### config.mk
export PLATFORM = sky130hd
export DESIGN_NAME = serial_sub
export DESIGN_NICKNAME = d
export VERILOG_FILES = /design/src/rtl/serial_sub.sv
export SDC_FILE = /design/constraint.sdc
export NUM_CORES = 1
export LEC_CHECK = 0
export BUFFER_PORTS_ARGS = -buffer_cell sky130_fd_sc_hd__buf_2
export CAP_MARGIN = 20
export CORE_ASPECT_RATIO = 1.75
export CORE_MARGIN = 2
export CORE_UTILIZATION = 33
export CTS_CLUSTER_DIAMETER = 50
export CTS_CLUSTER_SIZE = 16
export DETAILED_ROUTE_END_ITERATION = 10
export SYNTH_ARGS = -nofsm -noshare
export SYNTH_HDL_FRONTEND = slang
export SYNTH_SLANG_ARGS = --single-unit
### constraint.sdc
create_clock -name clk -period 2 [get_ports clk]
set_input_delay 0.5 -clock clk [delete_from_list [all_inputs] [get_ports clk]]
set_output_delay 0.5 -clock clk [all_outputs]
set_load 0.1 [all_outputs]
### src/rtl/serial_sub.sv
// -----------------------------------------------------------------------------
// serial_sub
//
// Bit-serial WIDTH-bit subtractor. One difference/borrow cell is reused for
// every bit position. The borrow between positions is held in a flip-flop.
// The block computes a - b LSB first, one bit per clock, over WIDTH cycles.
// A start/busy/done handshake controls it, and the result is held until the
// next completion.
//
// Parameters
//   WIDTH  operand/result width in bits (2..32)
//
// Ports
//   clk    in   rising-edge clock
//   rst    in   asynchronous reset, active-high
//   start  in   request a new subtraction (sampled only while idle)
//   a      in   minuend, captured on the accepted start edge
//   b      in   subtrahend, captured on the accepted start edge
//   busy   out  high while bits are being processed
//   done   out  one-cycle pulse when d/bo (and ovf) become valid
//   d      out  registered difference a - b mod 2^WIDTH
//   bo     out  registered final borrow (1 when a < b unsigned)
//   ovf    out  signed overflow (only when SERIAL_SUB_OVF_EN is defined)
//
// Optional feature macro: SERIAL_SUB_OVF_EN adds the ovf port together with
// the captured operand MSBs that it needs.
// -----------------------------------------------------------------------------
module serial_sub #(
  parameter int WIDTH = 8
) (
  input  logic             clk,
  input  logic             rst,
  input  logic             start,
  input  logic [WIDTH-1:0] a,
  input  logic [WIDTH-1:0] b,
  output logic             busy,
  output logic             done,
  output logic [WIDTH-1:0] d,
  output logic             bo
`ifdef SERIAL_SUB_OVF_EN
  ,
  output logic             ovf
`endif
);

  localparam int CW = (WIDTH > 1) ? $clog2(WIDTH) : 1;

  typedef enum logic [1:0] {
    IDLE  = 2'd0,
    SHIFT = 2'd1,
    DONE  = 2'd2
  } state_t;

  // Single-bit subtractor cell: returns {borrow_out, difference}.
  function automatic logic [1:0] sub_cell(input logic ai, input logic bi, input logic br);
    logic diff;
    logic bnext;
    diff  = ai ^ bi ^ br;
    bnext = (~ai & bi) | (~(ai ^ bi) & br);
    return {bnext, diff};
  endfunction

  state_t           state_q, state_d;
  logic [WIDTH-1:0] a_sr_q, a_sr_d;
  logic [WIDTH-1:0] b_sr_q, b_sr_d;
  logic [WIDTH-1:0] res_q, res_d;
  logic             br_q, br_d;
  logic [CW-1:0]    cnt_q, cnt_d;
  logic             busy_q, busy_d;
  logic             done_q, done_d;
  logic [WIDTH-1:0] d_q, d_d;
  logic             bo_q, bo_d;
  logic [1:0]       cell_s;
`ifdef SERIAL_SUB_OVF_EN
  logic             a_msb_q, a_msb_d;
  logic             b_msb_q, b_msb_d;
  logic             ovf_q, ovf_d;
`endif

  // Next-state and datapath logic for the IDLE/SHIFT/DONE sequencer.
  always_comb begin
    state_d = state_q;
    a_sr_d  = a_sr_q;
    b_sr_d  = b_sr_q;
    res_d   = res_q;
    br_d    = br_q;
    cnt_d   = cnt_q;
    d_d     = d_q;
    bo_d    = bo_q;
`ifdef SERIAL_SUB_OVF_EN
    a_msb_d = a_msb_q;
    b_msb_d = b_msb_q;
    ovf_d   = ovf_q;
`endif
    cell_s  = sub_cell(a_sr_q[0], b_sr_q[0], br_q);

    case (state_q)
      IDLE: begin
        if (start) begin
          a_sr_d  = a;
          b_sr_d  = b;
          res_d   = '0;
          br_d    = 1'b0;
          cnt_d   = '0;
`ifdef SERIAL_SUB_OVF_EN
          a_msb_d = a[WIDTH-1];
          b_msb_d = b[WIDTH-1];
`endif
          state_d = SHIFT;
        end else begin
          state_d = IDLE;
        end
      end
      SHIFT: begin
        // Each new difference bit enters at the MSB. After WIDTH shifts the
        // first (LSB) bit has reached position 0.
        a_sr_d = a_sr_q >> 1;
        b_sr_d = b_sr_q >> 1;
        res_d  = {cell_s[0], res_q[WIDTH-1:1]};
        br_d   = cell_s[1];
        if (cnt_q == CW'(WIDTH - 1)) begin
          // Clear instead of incrementing so the counter never wraps.
          cnt_d   = '0;
          d_d     = {cell_s[0], res_q[WIDTH-1:1]};
          bo_d    = cell_s[1];
`ifdef SERIAL_SUB_OVF_EN
          // The final difference bit computed here is the result MSB.
          ovf_d   = (a_msb_q != b_msb_q) & (cell_s[0] != a_msb_q);
`endif
          state_d = DONE;
        end else begin
          cnt_d   = cnt_q + CW'(1);
          state_d = SHIFT;
        end
      end
      DONE: begin
        state_d = IDLE;
      end
      default: begin
        state_d = IDLE;
      end
    endcase

    // busy/done are decoded from the next state so both come out of flops.
    busy_d = (state_d == SHIFT);
    done_d = (state_d == DONE);
  end

  // State, datapath and output registers; async reset returns everything to zero.
  always_ff @(posedge clk or posedge rst) begin
    if (rst) begin
      state_q <= IDLE;
      a_sr_q  <= '0;
      b_sr_q  <= '0;
      res_q   <= '0;
      br_q    <= 1'b0;
      cnt_q   <= '0;
      busy_q  <= 1'b0;
      done_q  <= 1'b0;
      d_q     <= '0;
      bo_q    <= 1'b0;
`ifdef SERIAL_SUB_OVF_EN
      a_msb_q <= 1'b0;
      b_msb_q <= 1'b0;
      ovf_q   <= 1'b0;
`endif
    end else begin
      state_q <= state_d;
      a_sr_q  <= a_sr_d;
      b_sr_q  <= b_sr_d;
      res_q   <= res_d;
      br_q    <= br_d;
      cnt_q   <= cnt_d;
      busy_q  <= busy_d;
      done_q  <= done_d;
      d_q     <= d_d;
      bo_q    <= bo_d;
`ifdef SERIAL_SUB_OVF_EN
      a_msb_q <= a_msb_d;
      b_msb_q <= b_msb_d;
      ovf_q   <= ovf_d;
`endif
    end
  end

  assign busy = busy_q;
  assign done = done_q;
  assign d    = d_q;
  assign bo   = bo_q;
`ifdef SERIAL_SUB_OVF_EN
  assign ovf  = ovf_q;
`endif

endmodule

# After elaboration in Yosys (flattened, before gate mapping)
# Cells that the tools add are included.
dict set report classes {
  addsub 1
  mul 0
  n_div 0
  n_lt_le_gt_ge 0
  eq_ne 5
  n_shift 0
  muxes 14
  bitwise 7
  reduce_logical 4
}
# op n
set op_table {}
lappend op_table {{8-bit case mux with 2 select lines} 3}
lappend op_table {{8-bit two-way mux} 3}
lappend op_table {{3-bit two-way mux} 2}
lappend op_table {{3-bit case mux with 2 select lines} 1}
lappend op_table {{2-bit by 1-bit equality test with 1-bit output (second input constant)} 2}
lappend op_table {{2-bit case mux with 2 select lines} 1}
lappend op_table {{2-bit AND reduction} 2}
lappend op_table {{3-bit by 1-bit adder with 3-bit output (second input constant)} 1}
lappend op_table {{3-bit equality test (second input constant)} 1}
lappend op_table {{1-bit AND} 2}
lappend op_table {{2-bit equality test (second input constant)} 1}
lappend op_table {{2-bit zero test} 1}
lappend op_table {{1-bit two-way mux} 2}
lappend op_table {{2-bit two-way mux} 1}
lappend op_table {{2-bit != test (second input constant)} 1}
lappend op_table {{1-bit inverter} 2}
lappend op_table {{1-bit case mux with 2 select lines} 1}
lappend op_table {{2-bit nonzero test} 1}
lappend op_table {{1-bit bitwise XOR} 2}
lappend op_table {{1-bit OR} 1}
dict set report totals {
  register_bits 41
  latchBits 0
  ram_bits 0
  rom_bits 0
  inputBits 19
  output_inout_bits 11
  wordCells 41
  n_memories 0
}

# Longest topological paths before layout
dict set report logic_depth {
  ltp_word 5
  ltp_mapped 5
  mapped_depth_nobuf 4
}

# Worst setup path after synthesis
# No wires, ideal clock.
dict set report synth_timing {
  path_kind {register -> register}
  start {register cnt_q[0]}
  end {register bo_q (netlist: bo)}
  setup_time_ns 0.125
  arrival_time_ns 1.317
  required_time_ns 1.875
  path_slack_ns 0.558
  stages_incl_launch_ff 6
  path_buffers 1
  period_less_slack_ns 1.442
  path_cell_list {dfrtp_1 -> ha_1 -> ha_1 -> nand3b_2 -> buf_6 -> mux2_4}
}
dict set report synth_between {
  elab_chain_len 2
}
# element line
set synth_lines {}
lappend synth_lines {{start, declared} 68} ;# logic [CW-1:0] cnt_q, cnt_d;
lappend synth_lines {{start signal, assigned} 173} ;# cnt_q <= cnt_d;
lappend synth_lines {{3-bit equality test} 121} ;# if (cnt_q == CW'(WIDTH - 1)) begin
lappend synth_lines {{2-bit AND reduction (no line)} --}
lappend synth_lines {{end signal, assigned} 177} ;# bo_q <= bo_d;
lappend synth_lines {{end, declared} 72} ;# logic bo_q, bo_d;
# Every way passes these cells.
# A chain may end at the register's enable or synchronous reset.

# Worst setup path after layout
dict set report layout_timing {
  start {register cnt_q[0]}
  end {register d_q[6] (netlist: d[6])}
}
dict set report layout_between {
  elab_chain_len 2
}
# element line
set layout_lines {}
lappend layout_lines {{3-bit equality test} 121}
lappend layout_lines {{2-bit AND reduction (no line)} --}
lappend layout_lines {{end signal, assigned} 160} ;# d_q <= '0;
lappend layout_lines {{end signal, assigned} 176} ;# d_q <= d_d;
lappend layout_lines {{end, declared} 71} ;# logic [WIDTH-1:0] d_q, d_d;
# Every way passes these cells.

==> run summary <==
Status = completed
DRT Pass-1 Iters = 4
FF-to-FF path depth = 4
Reg2reg end = d[6]
Setup crit start kind = flop
Adder-Cell Fraction of Synth Area = 2.324%
Vias in the first global route = 1204
Hold WC Path Type = in2async
Worst vdd ir = 0.9725 mV
Hpwl dp = 2.176 mm
CP Max Fanout = 11
WS Path Type = reg2reg
Cts-stage hold buffer count = 0
Post-CTS Setup Inserts = 0
PD cells = 1824 nW/um^2
Register clock-pin slew on the reported worst setup and hold paths = 0.08 ns
Synth top area share = 51.65%
Gate Count Post-Synth = 143
Post-Synthesis Cell Area = 1938 sq um
CP top delay family = adder cells
Synth Area in Compound Gates = 16.59%
CP endpoint kind = flop
Worst reg2reg startpoint = cnt_q[0]
Port bufs = 29
Multiplexer area fraction after synthesis = 6.779%
R2r setup slk = 0.38 ns
Leak Pwr = 1.056 nW
Min setup slack post-route = 0.3819 ns
Synth Area in XOR/XNOR = 0%
Drt initial violations = 36
Final hold vios = 0
Grt ovf = 0
Yosys reg bits = 40
Max H-tree Level = 2
Die Wd = 61.93 um
Layout cells sized above 1 = 41.04%
Routed Wire Length = 3.363 mm
Post-CTS sizing = 0
Fmax = 618.0 MHz
Simple-gate share of the synthesized area = 13.62%
Tmin final = 1.618 ns
Vias = 1217
Final period utilization = 80.90%
Fin area = 2218 sq um
Largest family of logic cells by synthesized area = compound AO/OA/AOI/OAI gates
TritonCTS buffer count = 5
Largest net degree at the start of global routing = 41
Top Ports = 30
Post-Place Cell Area = 2107 sq um
CTS tree = yes
Avg Inst Size Synth = 13.55 sq um
Mapped Nets = 165
DIE HEIGHT = 105.4 um
WP data required = 2.19 ns
Setup slack after placement = 0.3759 ns
Crit-path cells = ha_1 -> ha_1 -> nand3b_2 -> mux2_2
Final Net Count = 194
RSZ-0062 raised after global routing = no
Area delta synth->final = 14.46%
Worst-Skew Late Latency = 0.30 ns
Layout filler cell count = 578
Sequential standard cell area = 1001 sq um
CP arrival = 1.81 ns
Pwr Total = 4.047 mW
Max Transition Viols Final = 0
Sequential share of the synthesized area = 51.65%
Max-cap viol count = 0
Initial antenna violation count = 0
Global-route wire length before repair = 5.747 mm
DRC viols = 0
CTS sink cnt = 40
Site Rows = 37
Count of final setup violators = 0
Synth cell types = 23
Vias per std cell = 4.849
Ant diodes = 0
Synth Warn # = 0
Most used cell along the critical path = ha_1
Core area = 5787 sq um
Post-DRT Antenna Nets = 0
RD Place Congestion = 0.7196
Worst slew margin = 48.02%
Gr usage total = 11.83%
WHS = 0.3127 ns
Post-route clock skew = 0.007133 ns
Area leader, netlist = dfrtp_1
CTS max path bufs = 2
Least-Margin Pin Slew = 0.7777 ns
CP max stage cell = dfrtp_1
Root Driver = clkbuf_8
Initial Util = 33.49%
Crit path buf inv count = 0
CP max stage delay = 0.40 ns
Area of the multi-input gates = 762.0 sq um
Routed len/inst = 13.40 um
Area contributors post-synth = dfrtp_1 52%, a221oi_2 7.0%, mux2_4 6.2%
Die area = 6526 sq um
Final setup TNS = 0 ns
worst max path at each step:
stage | end | startpoint | cells after the start | slack [ns]
after global placement | a_sr_q[1] | start | 3 | 0.41
after global routing | d[6] | cnt_q[0] | 4 | 0.31
final | d[6] | cnt_q[0] | 4 | 0.38
after CTS | d[6] | cnt_q[0] | 4 | 0.37
after detailed placement | a_sr_q[6] | start | 3 | 0.38
after floorplan | bo | cnt_q[0] | 5 | 0.56
cells in the mapped netlist:
cell and n:
a22o_1 13, nor2_1 12, mux2_2 1, and2b_4 1, nor4b_2 8, dfrtp_1 40
nand3b_2 1, fa_1 1, ha_1 2, nand2b_1 2, nor3b_2 1, buf_6 4
buf_4 4, inv_1 19, a21oi_1 2, buf_12 1, a221oi_1 5, clkbuf_1 1
o21bai_4 1, nor4b_1 6, a221oi_2 9, buf_2 1, mux2_4 8
flip-flops by register name (all words and copies together) (netlist names), 2 cells and up:
register and flops:
b_sr_q 8, res_q 7, cnt_q 3, d 8
a_sr_q 8, state_q 2
layout make-up:
class                           count  area share [%]
Clock buffer                        5           3.102
Clock inverter                      3           1.918
Inverter                           19           3.215
Multi-Input combinational cell     73           34.35
Sequential cell                    40           45.12
Tap cell                           78           4.399
Timing Repair Buffer               33           7.896
through the flow:
| stage | util [%] | instances |
|---|---|---|
| after CTS | 38.34 | 251 |
| after floorplan | - | 143 |
| after detailed placement | 36.41 | 243 |
| final | 38.34 | 251 |
| after global routing | 38.34 | 251 |
| after global placement | 36.41 | 243 |
worst min-delay path, delay by kind of cell:
family                 cells  cell delay (ns)
buffers and inverters      3             0.55
kinds of logic after synthesis:
| logic type | count (synthesis) |
|---|---|
| fa+ha+maj | 3 |
| compound gates | 30 |
| buf+inv | 30 |
| mux | 9 |
| flops | 40 |
| simple gates | 31 |
layout by cell type, fill, tap and decap left out:
| cell type | Yosys | final |
|---|---|---|
| mux2_4 | 8 | 8 |
| nand3b_2 | 1 | 1 |
| a22o_1 | 13 | 13 |
| nor3b_2 | 1 | 1 |
| a221oi_1 | 5 | 5 |
| buf_4 | 4 | 4 |
| fa_1 | 1 | 1 |
| nand2b_1 | 2 | 2 |
| clkinvlp_4 | 0 | 1 |
| and2b_4 | 1 | 1 |
| bufinv_16 | 0 | 1 |
| clkinv_2 | 0 | 1 |
| a221oi_2 | 9 | 9 |
| nor4b_2 | 8 | 8 |
| buf_2 | 1 | 29 |
| nor2_1 | 12 | 12 |
| inv_1 | 19 | 19 |
| o21bai_4 | 1 | 1 |
| a21oi_1 | 2 | 2 |
| clkbuf_8 | 0 | 5 |
| dfrtp_1 | 40 | 40 |
| ha_1 | 2 | 2 |
| nor4b_1 | 6 | 6 |
| mux2_2 | 1 | 1 |
where the power goes:
group          internal (mW)  switching [mW]  total [mW]
sequential              1.18           0.206        1.38
clock                  0.369           0.287       0.656
combinational          0.669            1.34        2.01
total                   2.21            1.83        4.05
per-layer routing:
metal | wire (um) | up-vias | track usage [%]
met5 | 0 | - | 0
met1 | 1558 | 607 | 16.09
li1 | - | 573 | -
met3 | 122 | 8 | 2.209
met4 | 89 | 0 | 6.383
met2 | 1593 | 29 | 17.29
No activity file was read; power rests on OpenSTA's default activity.
